$ cat src/rtl/mem_access_stage.sv
// MEM-stage data-memory controller: issues loads/stores on a variable-latency port,
// stalls the pipeline while outstanding, and registers the MEM/WB writeback result.
// Optional macro MEM_TIMEOUT_EN adds an ACCESS watchdog with a sticky mem_err flag.
module mem_access_stage #(
  parameter int unsigned XLEN    = 32,
  parameter int unsigned TIMEOUT = 64
) (
  input  logic            clk,
  input  logic            rst_n,
  input  logic [XLEN-1:0] MEM_alu_out,
  input  logic [XLEN-1:0] MEM_b2,
  input  logic [4:0]      MEM_rd,
  input  logic            MEM_we,
  input  logic            MEM_ld,
  input  logic            MEM_str,
  input  logic            MEM_byt,
  input  logic [XLEN-1:0] MEM_link_addr,
  input  logic            MEM_link_we,
  output logic            MEM_stall,
  output logic            dmem_req,
  output logic            dmem_wr,
  output logic [XLEN-1:0] dmem_addr,
  output logic [XLEN-1:0] dmem_wdata,
  output logic [3:0]      dmem_wstrb,
  input  logic [XLEN-1:0] dmem_rdata,
  input  logic            dmem_ready,
  output logic [XLEN-1:0] WB_data,
  output logic [4:0]      WB_rd,
  output logic            WB_we,
  output logic            mem_err
);

  if (XLEN != 32 || TIMEOUT == 0) begin : g_bad_cfg
    $error("mem_access_stage: XLEN must be 32 and TIMEOUT nonzero");
  end

  typedef enum logic [1:0] {
    IDLE   = 2'd0,
    ACCESS = 2'd1,
    DONE   = 2'd2
  } state_t;

  state_t          state_q, state_d;
  logic            req_q, req_d;
  logic            wr_q, wr_d;
  logic [XLEN-1:0] addr_q, addr_d;
  logic [XLEN-1:0] wdata_q, wdata_d;
  logic [3:0]      wstrb_q, wstrb_d;
  logic [XLEN-1:0] ld_data_q, ld_data_d;
  logic [XLEN-1:0] wb_data_q, wb_data_d;
  logic [4:0]      wb_rd_q, wb_rd_d;
  logic            wb_we_q, wb_we_d;
  logic            err_q, err_d;

  logic            memop;
  logic            is_store;
  logic [XLEN-1:0] rdata_shifted;

`ifdef MEM_TIMEOUT_EN
  localparam int unsigned CW = $clog2(TIMEOUT) + 1;
  logic [CW-1:0] cnt_q, cnt_d;
`endif

  assign memop         = MEM_ld | MEM_str;
  assign is_store      = MEM_str & ~MEM_ld;
  assign rdata_shifted = dmem_rdata >> {MEM_alu_out[1:0], 3'b000};

  // Gated by rst_n so a reset mid-access releases the pipeline even while
  // the frozen EX/MEM register still presents a memory op.
  always_comb begin
    MEM_stall = 1'b0;
    if (rst_n) begin
      case (state_q)
        IDLE:    MEM_stall = memop;
        ACCESS:  MEM_stall = 1'b1;
        default: MEM_stall = 1'b0;
      endcase
    end
  end

  always_comb begin
    state_d   = state_q;
    req_d     = req_q;
    wr_d      = wr_q;
    addr_d    = addr_q;
    wdata_d   = wdata_q;
    wstrb_d   = wstrb_q;
    ld_data_d = ld_data_q;
    err_d     = err_q;
`ifdef MEM_TIMEOUT_EN
    cnt_d     = cnt_q;
`endif

    case (state_q)
      IDLE: begin
        if (memop) begin
          state_d = ACCESS;
          req_d   = 1'b1;
          wr_d    = is_store;
          addr_d  = {MEM_alu_out[XLEN-1:2], 2'b00};
          wstrb_d = '0;
          wdata_d = '0;
          if (is_store) begin
            if (MEM_byt) begin
              wstrb_d = 4'b0001 << MEM_alu_out[1:0];
              wdata_d = {4{MEM_b2[7:0]}};
            end else begin
              wstrb_d = 4'hF;
              wdata_d = MEM_b2;
            end
          end
`ifdef MEM_TIMEOUT_EN
          cnt_d = '0;
`endif
        end
      end
      ACCESS: begin
        if (dmem_ready) begin
          state_d   = DONE;
          req_d     = 1'b0;
          ld_data_d = MEM_byt ? {{(XLEN-8){1'b0}}, rdata_shifted[7:0]} : dmem_rdata;
        end
`ifdef MEM_TIMEOUT_EN
        else if (cnt_q == CW'(TIMEOUT - 1)) begin
          state_d   = DONE;
          req_d     = 1'b0;
          err_d     = 1'b1;
          ld_data_d = '0;
        end else begin
          cnt_d = cnt_q + CW'(1);
        end
`endif
      end
      DONE:    state_d = IDLE;
      default: state_d = IDLE;
    endcase
  end

  always_comb begin
    wb_data_d = wb_data_q;
    wb_rd_d   = wb_rd_q;
    wb_we_d   = 1'b0;
    if (!MEM_stall) begin
      wb_rd_d = MEM_rd;
      wb_we_d = MEM_we | MEM_link_we;
      if (MEM_ld)           wb_data_d = ld_data_q;
      else if (MEM_link_we) wb_data_d = MEM_link_addr;
      else                  wb_data_d = MEM_alu_out;
    end
  end

  always_ff @(posedge clk or negedge rst_n) begin
    if (!rst_n) begin
      state_q   <= IDLE;
      req_q     <= 1'b0;
      wr_q      <= 1'b0;
      addr_q    <= '0;
      wdata_q   <= '0;
      wstrb_q   <= '0;
      ld_data_q <= '0;
      wb_data_q <= '0;
      wb_rd_q   <= '0;
      wb_we_q   <= 1'b0;
      err_q     <= 1'b0;
    end else begin
      state_q   <= state_d;
      req_q     <= req_d;
      wr_q      <= wr_d;
      addr_q    <= addr_d;
      wdata_q   <= wdata_d;
      wstrb_q   <= wstrb_d;
      ld_data_q <= ld_data_d;
      wb_data_q <= wb_data_d;
      wb_rd_q   <= wb_rd_d;
      wb_we_q   <= wb_we_d;
      err_q     <= err_d;
    end
  end

`ifdef MEM_TIMEOUT_EN
  always_ff @(posedge clk or negedge rst_n) begin
    if (!rst_n) cnt_q <= '0;
    else        cnt_q <= cnt_d;
  end
  assign mem_err = err_q;
`else
  assign mem_err = 1'b0;
`endif

  assign dmem_req   = req_q;
  assign dmem_wr    = wr_q;
  assign dmem_addr  = addr_q;
  assign dmem_wdata = wdata_q;
  assign dmem_wstrb = wstrb_q;
  assign WB_data    = wb_data_q;
  assign WB_rd      = wb_rd_q;
  assign WB_we      = wb_we_q;

endmodule
$ cat config.mk
export PLATFORM = sky130hd
export DESIGN_NAME = mem_access_stage
export DESIGN_NICKNAME = d
export VERILOG_FILES = /design/src/rtl/mem_access_stage.sv
export SDC_FILE = /design/constraint.sdc
export NUM_CORES = 1
export LEC_CHECK = 0
export ABC_AREA = 0
export CORE_MARGIN = 2
export CORE_UTILIZATION = 47
export CTS_CLUSTER_SIZE = 16
export DETAILED_ROUTE_END_ITERATION = 10
export PLACE_DENSITY_LB_ADDON = 0.05
export SETUP_SLACK_MARGIN = 0.02
export SLEW_MARGIN = 5
export SYNTH_ARGS = -nofsm -noshare
export SYNTH_HDL_FRONTEND = slang
export SYNTH_SLANG_ARGS = --single-unit
$ cat constraint.sdc
create_clock -name clk -period 2.4 [get_ports clk]
set_clock_uncertainty 0.1 [all_clocks]
set_input_delay 0.48 -clock clk [delete_from_list [all_inputs] [get_ports clk]]
set_output_delay 0.48 -clock clk [all_outputs]
set_load 0.02 [all_outputs]
# Word-level counts from Yosys, hierarchy flattened
# Cells that the tools add are included.
[classes] n_eq_ne=3 shifts=2 muxes=16 n_bitwise=4 reduce_logical=6
[op_table] operator="32-bit two-way mux" n=5
[op_table] operator="32-bit by 5-bit >> shifter with 8-bit output" n=1
[op_table] operator="4-bit two-way mux" n=2
[op_table] operator="2-bit AND reduction" n=3
[op_table] operator="1-bit two-way mux" n=4
[op_table] operator="2-bit two-way mux" n=2
[op_table] operator="2-bit inequality test (second input constant)" n=2
[op_table] operator="1-bit one-hot mux with 2 select lines" n=2
[op_table] operator="2-bit one-hot mux with 2 select lines" n=1
[op_table] operator="1-bit by 2-bit left shift with 4-bit output (first input constant)" n=1
[op_table] operator="3-bit AND reduction" n=1
[op_table] operator="2-bit by 1-bit equality test with 1-bit output (second input constant)" n=1
[op_table] operator="2-bit zero test" n=1
[op_table] operator="1-bit OR" n=2
[op_table] operator="2-bit nonzero test" n=1
[op_table] operator="1-bit AND" n=1
[op_table] operator="1-bit NOT" n=1
[word_totals] reg_bits=140 input_bits=141 output_inout_bits=110 elab_cells=41

# Logic depth before layout (Yosys ltp)
[depth] depth_word=4 mapped_depth=5 ltp_nobuf=4

# Worst setup path before layout
# Ideal clock, no wire load.
[synth_timing] kind="input port to flip-flop" from="input port MEM_link_we" to="register wb_data_q[13] (netlist: WB_data[13])" setup_time_ps=128 arrival_ps=1417 required_ps=2172 path_slack_ps=755 path_stages=5 path_buffers=2 path_cell_list="buf_2 -> buf_2 -> mux2i_1 -> o21ai_0 -> mux2_1"
[synth_via] elab_chain_cells=2
[synth_lines] element="start: declaration" line_no="18" source="input logic MEM_link_we,"
[synth_lines] element="32-bit two-way mux" line_no="147" source="else if (MEM_link_we) wb_data_d = MEM_link_addr;"
[synth_lines] element="32-bit two-way mux" line_no="146" source="if (MEM_ld) wb_data_d = ld_data_q;"
[synth_lines] element="end signal: assignment" line_no="173" source="wb_data_q <= wb_data_d;"
[synth_lines] element="end: declaration" line_no="50" source="logic [XLEN-1:0] wb_data_q, wb_data_d;"
# Every way passes these cells.
# A chain may end at the register's enable or synchronous reset.

# Final worst setup path
[layout_timing] from="input port MEM_str" to="output port MEM_stall"
[layout_via] elab_chain_cells=3
[layout_lines] element="start: declaration" line_no="15" source="input logic MEM_str,"
[layout_lines] element="1-bit OR" line_no="64" source="assign memop = MEM_ld | MEM_str;"
[layout_lines] element="1-bit one-hot mux with 2 select lines" line_no="73" source="case (state_q)"
[layout_lines] element="1-bit two-way mux" line_no="72" source="if (rst_n) begin"
[layout_lines] element="end: declaration" line_no="19" source="output logic MEM_stall,"
# Every way passes these cells.

==> implementation parameters <==
Parameter                              Value

STA
  Relative slew margins ... 0.498
  Unrepaired setup endpoints after global routing ... no
  Max Slew Vio Count ... 0
  Hold slack ... 0.0867 ns
  Setup slack of the critical path after layout ... 0.186 ns
  Number of endpoints with negative hold slack in the final report ... 0
  Slew @ Worst Pin ... 0.753 ns
  Share of the clock period used by the worst path ... 0.922
  Final setup vio count ... 0
  Highest clock rate ... 452 MHz
  Final Critical Period ... 2.21 ns

Drt
  Number of iterations in the first detailed-routing pass ... 4
  Via count ... 5163
  Antenna viol nets, final ... 0
  Total DRC errors in the routed layout ... 0
  Total wirelength of the detailed-routed design ... 18100 µm
  Iter 0 DRT Violations ... 235
  Average vias per placed instance ... 5.30
  WL per Instance ... 18.5 µm

Floorplanning
  Die area ... 14500 µm²
  Ports placed on the boundary ... 251
  Width of the die ... 120 µm
  Number of rows in the core area ... 42
  Chip height ... 120 µm
  Standard cell core area ... 13200 µm²
  Initial cell density of the core ... 0.480

Placement
  Worst-case setup slack after placement ... -0.100 ns
  Global placement routability congestion ... 0.842
  Cell count after placement ... 945
  Number of buffer cells added on primary ports ... 247
  Post-detail-place hpwl ... 12800 µm
  Area post-placement ... 9040 µm²

Power and ir drop
  Cell leakage power ... 4.15 nW
  Power per unit of standard cell area ... 1140 nW/µm²
  VDD IR max ... 0.608 mV

Final layout
  Fraction of final layout cells with drive strength greater than 1 ... 0.144
  # fillers ... 985
  Final non-filler cell total ... 974
  Number of antenna cells inserted ... 0
  Total number of nets in the final design ... 929
  Layout overhead on the synthesized area ... 50.2%
  Final core area utilization ... 0.722
  Summed area of non-filler cells in the final layout ... 9560 µm²
  Multi-input gate area ... 2650 µm²
  Seq. cell area ... 3500 µm²

Synthesis
  Number of instances in the synthesized netlist ... 542
  Mux contribution to synthesized area ... 0.221
  Number of flops mapped to enable cells by yosys ... 0
  Seq/Total Area, Yosys ... 0.551
  Async set-reset flop share out of synthesis ... 1.00
  Distinct cell type count of the synthesized netlist ... 32
  Synthesized flop and latch total ... 140
  Share of the synthesized area in compound gates (AO/OA/AOI/OAI) ... 0.120
  Total standard cell area after synthesis ... 6360 µm²
  Fraction of synthesized cell area in xor and xnor cells ... 0
  Synth Area per Inst ... 11.7 µm²
  Basic-gate share of the synthesized area counting and, or, nand and nor cells ... 0.0708
  Dominant combinational cell family by area after synthesis ... multiplexers
  Fraction of the mapped netlist area in adder cells ... 0
  Synthesis warning total ... 0
  Leading register cell type out of synthesis ... sky130_fd_sc_hd__dfrtp_1

Setup path
  Largest fanout on the critical path ... 2
  Critical path arrival ... 1.63 ns
  Flop2flop setup slack ... 0.56 ns
  Launch point of the critical path ... MEM_str
  Setup crit end kind ... primary output
  Worst Path Required ... 1.82 ns
  Reg-to-reg startpoint ... state_q[0]
  Sort of element at the start of the critical path ... input pin
  Worst Path Class, Setup ... in2out

Job
  Number of maximum-capacitance violations ... 0

Global route
  Vias in the first global route ... 5398
  Overflow left after global routing ... 0
  Largest net degree at the start of global routing ... 141
  Initial antenna violation count ... 0
  Total Routing Usage GR ... 0.260
  Global-route wire length before repair ... 28800 µm

Run status
  Result of the run ... finished clean

Clocking
  Total number of clock tree sinks ... 140
  Clock slew seen by the registers of the worst setup and hold paths ... 0.05 ns
  TritonCTS clock tree ... built
  Clock buffer count from CTS ... 17
  Number of buffers added for setup after CTS ... 0
  Clock Root Buffer ... sky130_fd_sc_hd__clkbuf_16
  Worst-Skew Late Latency ... 0.41 ns
  Number of buffers on the longest clock path ... 2
  H-Tree Depth ... 4

Hold path
  Kind of path behind the tightest hold check ... in2async
==> logic make-up after synthesis <==
family / after synthesis
AO/OA/AOI/OAI: 116
buffers and inverters: 45
multiplexers: 131
flip-flops: 140
other: 1
AND/OR/NAND/NOR: 109
==> critical path, stage by stage <==
cell	delay (ns)
sky130_fd_sc_hd__clkdlybuf4s50_1	0.52
sky130_fd_sc_hd__nor3_2	0.07
sky130_fd_sc_hd__nor3b_4	0.18
sky130_fd_sc_hd__dlygate4sd2_1	0.38
==> path summary, 6_finish.rpt <==
kind | endpoint | cells past startpoint
worst max-delay path | MEM_stall | 4
max in group asynchronous | WB_rd[1] | 2
worst max register to register | WB_data[7] | 4
min in group clk | ld_data_q[21] | 2
worst min register to register | ld_data_q[21] | 2
worst min-delay path | dmem_addr[25] | 2
==> cell usage after synthesis (2+ instances only) <==
| library cell | n | share of area |
|---|---|---|
| sky130_fd_sc_hd__mux2_1 | 10 | 0.018 |
| sky130_fd_sc_hd__o2bb2ai_1 | 26 | 0.036 |
| sky130_fd_sc_hd__mux2_2 | 64 | 0.11 |
| sky130_fd_sc_hd__o21ai_0 | 58 | 0.046 |
| sky130_fd_sc_hd__nand3_1 | 7 | 0.0055 |
| sky130_fd_sc_hd__a22o_1 | 10 | 0.014 |
| sky130_fd_sc_hd__a22oi_1 | 7 | 0.0083 |
| sky130_fd_sc_hd__nand2_1 | 90 | 0.053 |
| sky130_fd_sc_hd__buf_1 | 5 | 0.0030 |
| sky130_fd_sc_hd__nor2_1 | 5 | 0.0030 |
| sky130_fd_sc_hd__buf_2 | 20 | 0.016 |
| sky130_fd_sc_hd__o211ai_1 | 7 | 0.0083 |
| sky130_fd_sc_hd__a21oi_1 | 4 | 0.0031 |
| sky130_fd_sc_hd__clkbuf_1 | 6 | 0.0035 |
| sky130_fd_sc_hd__mux2i_1 | 57 | 0.090 |
| sky130_fd_sc_hd__buf_4 | 10 | 0.012 |
| sky130_fd_sc_hd__dfrtp_1 | 140 | 0.55 |
| sky130_fd_sc_hd__nand3b_1 | 2 | 0.0024 |
==> report_power, final <==
part	switching (mW)	internal [mW]
combinational	2.30	2.40
sequential	0.550	3.37
clock	0.906	1.41
==> layout make-up <==
class,count,area share
Multi-Input combinational cell,359,0.277
Inverter,3,0.00118
Timing Repair Buffer,267,0.279
Clock inverter,2,0.00105
Clock buffer,27,0.0526
Sequential cell,140,0.367
Tap cell,176,0.0230
==> sequential cells by signal (all words and copies together), names as in the netlist <==
signal	flops
dmem_wstrb	4
dmem_wr	1
dmem_req	1
dmem_addr	30
ld_data_q	32
WB_we	1
WB_data	32
WB_rd	5
state_q	2
dmem_wdata	32
==> layer usage <==
metal,track usage,wire (µm),vias up
li1,-,-,2416
met1,0.337,7490,2524
met2,0.419,8700,198
met3,0.0774,1500,25
met4,0.0887,371,0
met5,0,0,-
==> per-stage QoR <==
stage                     power [mW]  setup TNS, ns
final                           10.9              0
after global routing            11.5              0
after CTS                       11.0              0
after detailed placement        8.66         -0.176
after global placement          8.52        -0.0624
after floorplan                 6.34              0
==> repair_timing <==
action,in CTS,in global routing
resized for setup,1,0
setup endpoints to repair,1,0
endpoints found under the hold margin,0,0
hold buffers,0,0
==> placed cells by master (no fill, tap or decap), drive strengths merged, types with 4 or more instances in the layout <==
| master | instances |
|---|---|
| clkdlybuf4s50 | 243 |
| dfrtp | 140 |
| nand2 | 90 |
| mux2 | 74 |
| o21ai | 60 |
| mux2i | 57 |
| clkbuf | 27 |
| o2bb2ai | 26 |
| buf | 23 |
| a22o | 10 |
| a22oi | 7 |
| nand3 | 7 |
| o211ai | 7 |
| nor2 | 5 |
| a21oi | 4 |
Note: power is estimated with default switching activity, not from simulation.
==> RTL edit, RTL diff (same settings) <==
The 3 states of `state_t` get a one-hot encoding in 3 bits.
--- a/src/rtl/mem_access_stage.sv
+++ b/src/rtl/mem_access_stage.sv
@@ -34,10 +34,10 @@
     $error("mem_access_stage: XLEN must be 32 and TIMEOUT nonzero");
   end
 
-  typedef enum logic [1:0] {
-    IDLE   = 2'd0,
-    ACCESS = 2'd1,
-    DONE   = 2'd2
+  typedef enum logic [2:0] {
+    IDLE   = 3'b001,
+    ACCESS = 3'b010,
+    DONE   = 3'b100
   } state_t;
 
   state_t          state_q, state_d;
Behaviour: no difference found for any inputs over 4 cycles, from zero or initial values and one cycle with rst_n low; so few cycles prove little.
==> RTL edit against the original RTL <==
- cell area increased by 1.8%
- wire length shrank 2.5%
- fmax about the same
- via count shrank 0.27%
- critical path depth up 2
- combinational power rose by 11%
- area after synthesis grew 2.3%
- power up 8.1%
- setup slack improved by 0.00059 ns
- sequential cell count increased by 1
- critical endpoint unchanged
- largest power group unchanged
==> RTL edit: results (changes against the original RTL) <==
Placement Setup Slack -0.2433 ns (-0.1429 ns); vias in the first global route 5364 (-0.63%); Synthesis Warnings 0 (unchanged); number of port buffers 247 (unchanged); CTS Buffer Depth 2 (unchanged); met3 WL 1366 um (-8.8%); Inst Count DP 952 (+0.74%); root buffer cell clkbuf_16; vias per inst 5.233 (-1.3%); Hold Path Class input port to asynchronous set/reset pin; wire length on met1 7163 um (-4.4%); most common library cells after synthesis dfrtp_1, nand2_1, mux2i_1; Yosys cell types 31 (-3.1%); diode count 0 (unchanged); Async SR Flop Fraction 100.0% (unchanged); Worst IR Drop VDD 613.0 uV (+0.81%); HPWL Detailed 12650 um (-0.86%); initial antenna violation count 0 (unchanged); DRT iter0 DRCs 231 (-1.7%); worst setup path startpoint MEM_str; cts bufs inserted 17 (unchanged); sequential area share after synthesis 54.22% (-0.86 points); Avg Cell Area, Syn 11.81 um^2 (+0.67%); EDFF count, synth 0 (unchanged); ys flop type dfrtp_1; clk_lat worst skew 0.41 ns (about the same); WP data arrival 1.63 ns (about the same); global-route wire length before repair 27890 um (-3.0%); pin count of the biggest net entering global routing 142 (+0.71%); via count 5149 (-0.27%); status finished clean; measured slew at the worst slew-check pin 0.7916 ns (+0.03903 ns); Leakage 4.347 nW (+4.7%); filler cell count 1017 (+3.2%); grt met3 use 7.257% (-0.48 points); wire length on met2 8787 um (+1.1%); fin area 9728 um^2 (+1.8%); Global Route met1 Usage 30.60% (-3.1 points); Placer Congestion 0.8018 (-4.8%); GRT met2 Usage 40.70% (-1.2 points); Post-Place Cell Area 9168 um^2 (+1.4%); All-Layer GR Usage 24.58% (-1.4 points); Synth area leaders dfrtp_1, mux2_2, mux2i_1; Crit Path Max Fanout 2 (unchanged); layout cells sized above 1 15.17% (+0.76 points); uppermost routed layer met4; drt first pass iters 5 (+1); worst r2r src state_q[0]; WL final 17610 um (-2.5%); Post-CTS Hold Fix Bufs 0 (unchanged); H-tree depth 4 (unchanged); Worst-path clk slew 0.05 ns (about the same); final net count 932 (+0.32%)
-- RTL edit: cell count changes after synthesis, sizes merged, moves of 9 or more --
| cell | change |
|---|---|
| o21ai | -24 |
| buf | -9 |
| nand3b | +24 |
| nor2 | +14 |
| clkbuf | +11 |
-- RTL edit: cell type report --
class | instances | share of cell area [%]
clock buffer | 25 | 5.196
clock inverter | 7 | 0.6174
inverter | 3 | 0.1158
multi-input combinational | 365 | 28.37
sequential | 141 | 36.28
tap | 180 | 2.315
timing repair buffer | 263 | 27.10
-- RTL edit: cells by family after synthesis --
| family | after synthesis | synth area share, % |
|---|---|---|
| compound gates | 91 | 10.17 |
| simple gates | 140 | 10.05 |
| mux | 131 | 21.89 |
| other cells | 1 | 0.05760 |
| buf+inv | 47 | 3.613 |
| flops | 141 | 54.22 |
-- RTL edit: final timing paths --
check                      slack (ns)  cells after the start             to
max                              0.19                      6      MEM_stall
min                              0.05                      2  dmem_addr[18]
max reg2reg                      0.41                      5     WB_data[3]
min reg2reg                      0.36                      2  ld_data_q[24]
max in group asynchronous        1.51                      2  dmem_addr[13]
min in group clk                 0.29                      4     state_q[0]
-- RTL edit: power breakdown --
group / total, W / leakage (nW) / switching, W / internal, W
Clock: 0.00248 / 0.287 / 0.000929 / 0.00155
Sequential: 0.00410 / 1.76 / 0.000602 / 0.00350
Combinational: 0.00523 / 2.30 / 0.00252 / 0.00272
-- RTL edit: what timing repair did --
action / in CTS / in global routing
buffers inserted: 0 / 0
resized for setup: 1 / 2
setup endpoints to repair: 1 / 1
hold endpoints to repair: 0 / 0
-- RTL edit: critical path: stages --
cell	delay [ns]
clkdlybuf4s50_1	0.55
nor2_1	0.08
o21ai_1	0.13
nand3b_1	0.15
inv_1	0.09
clkbuf_2	0.16
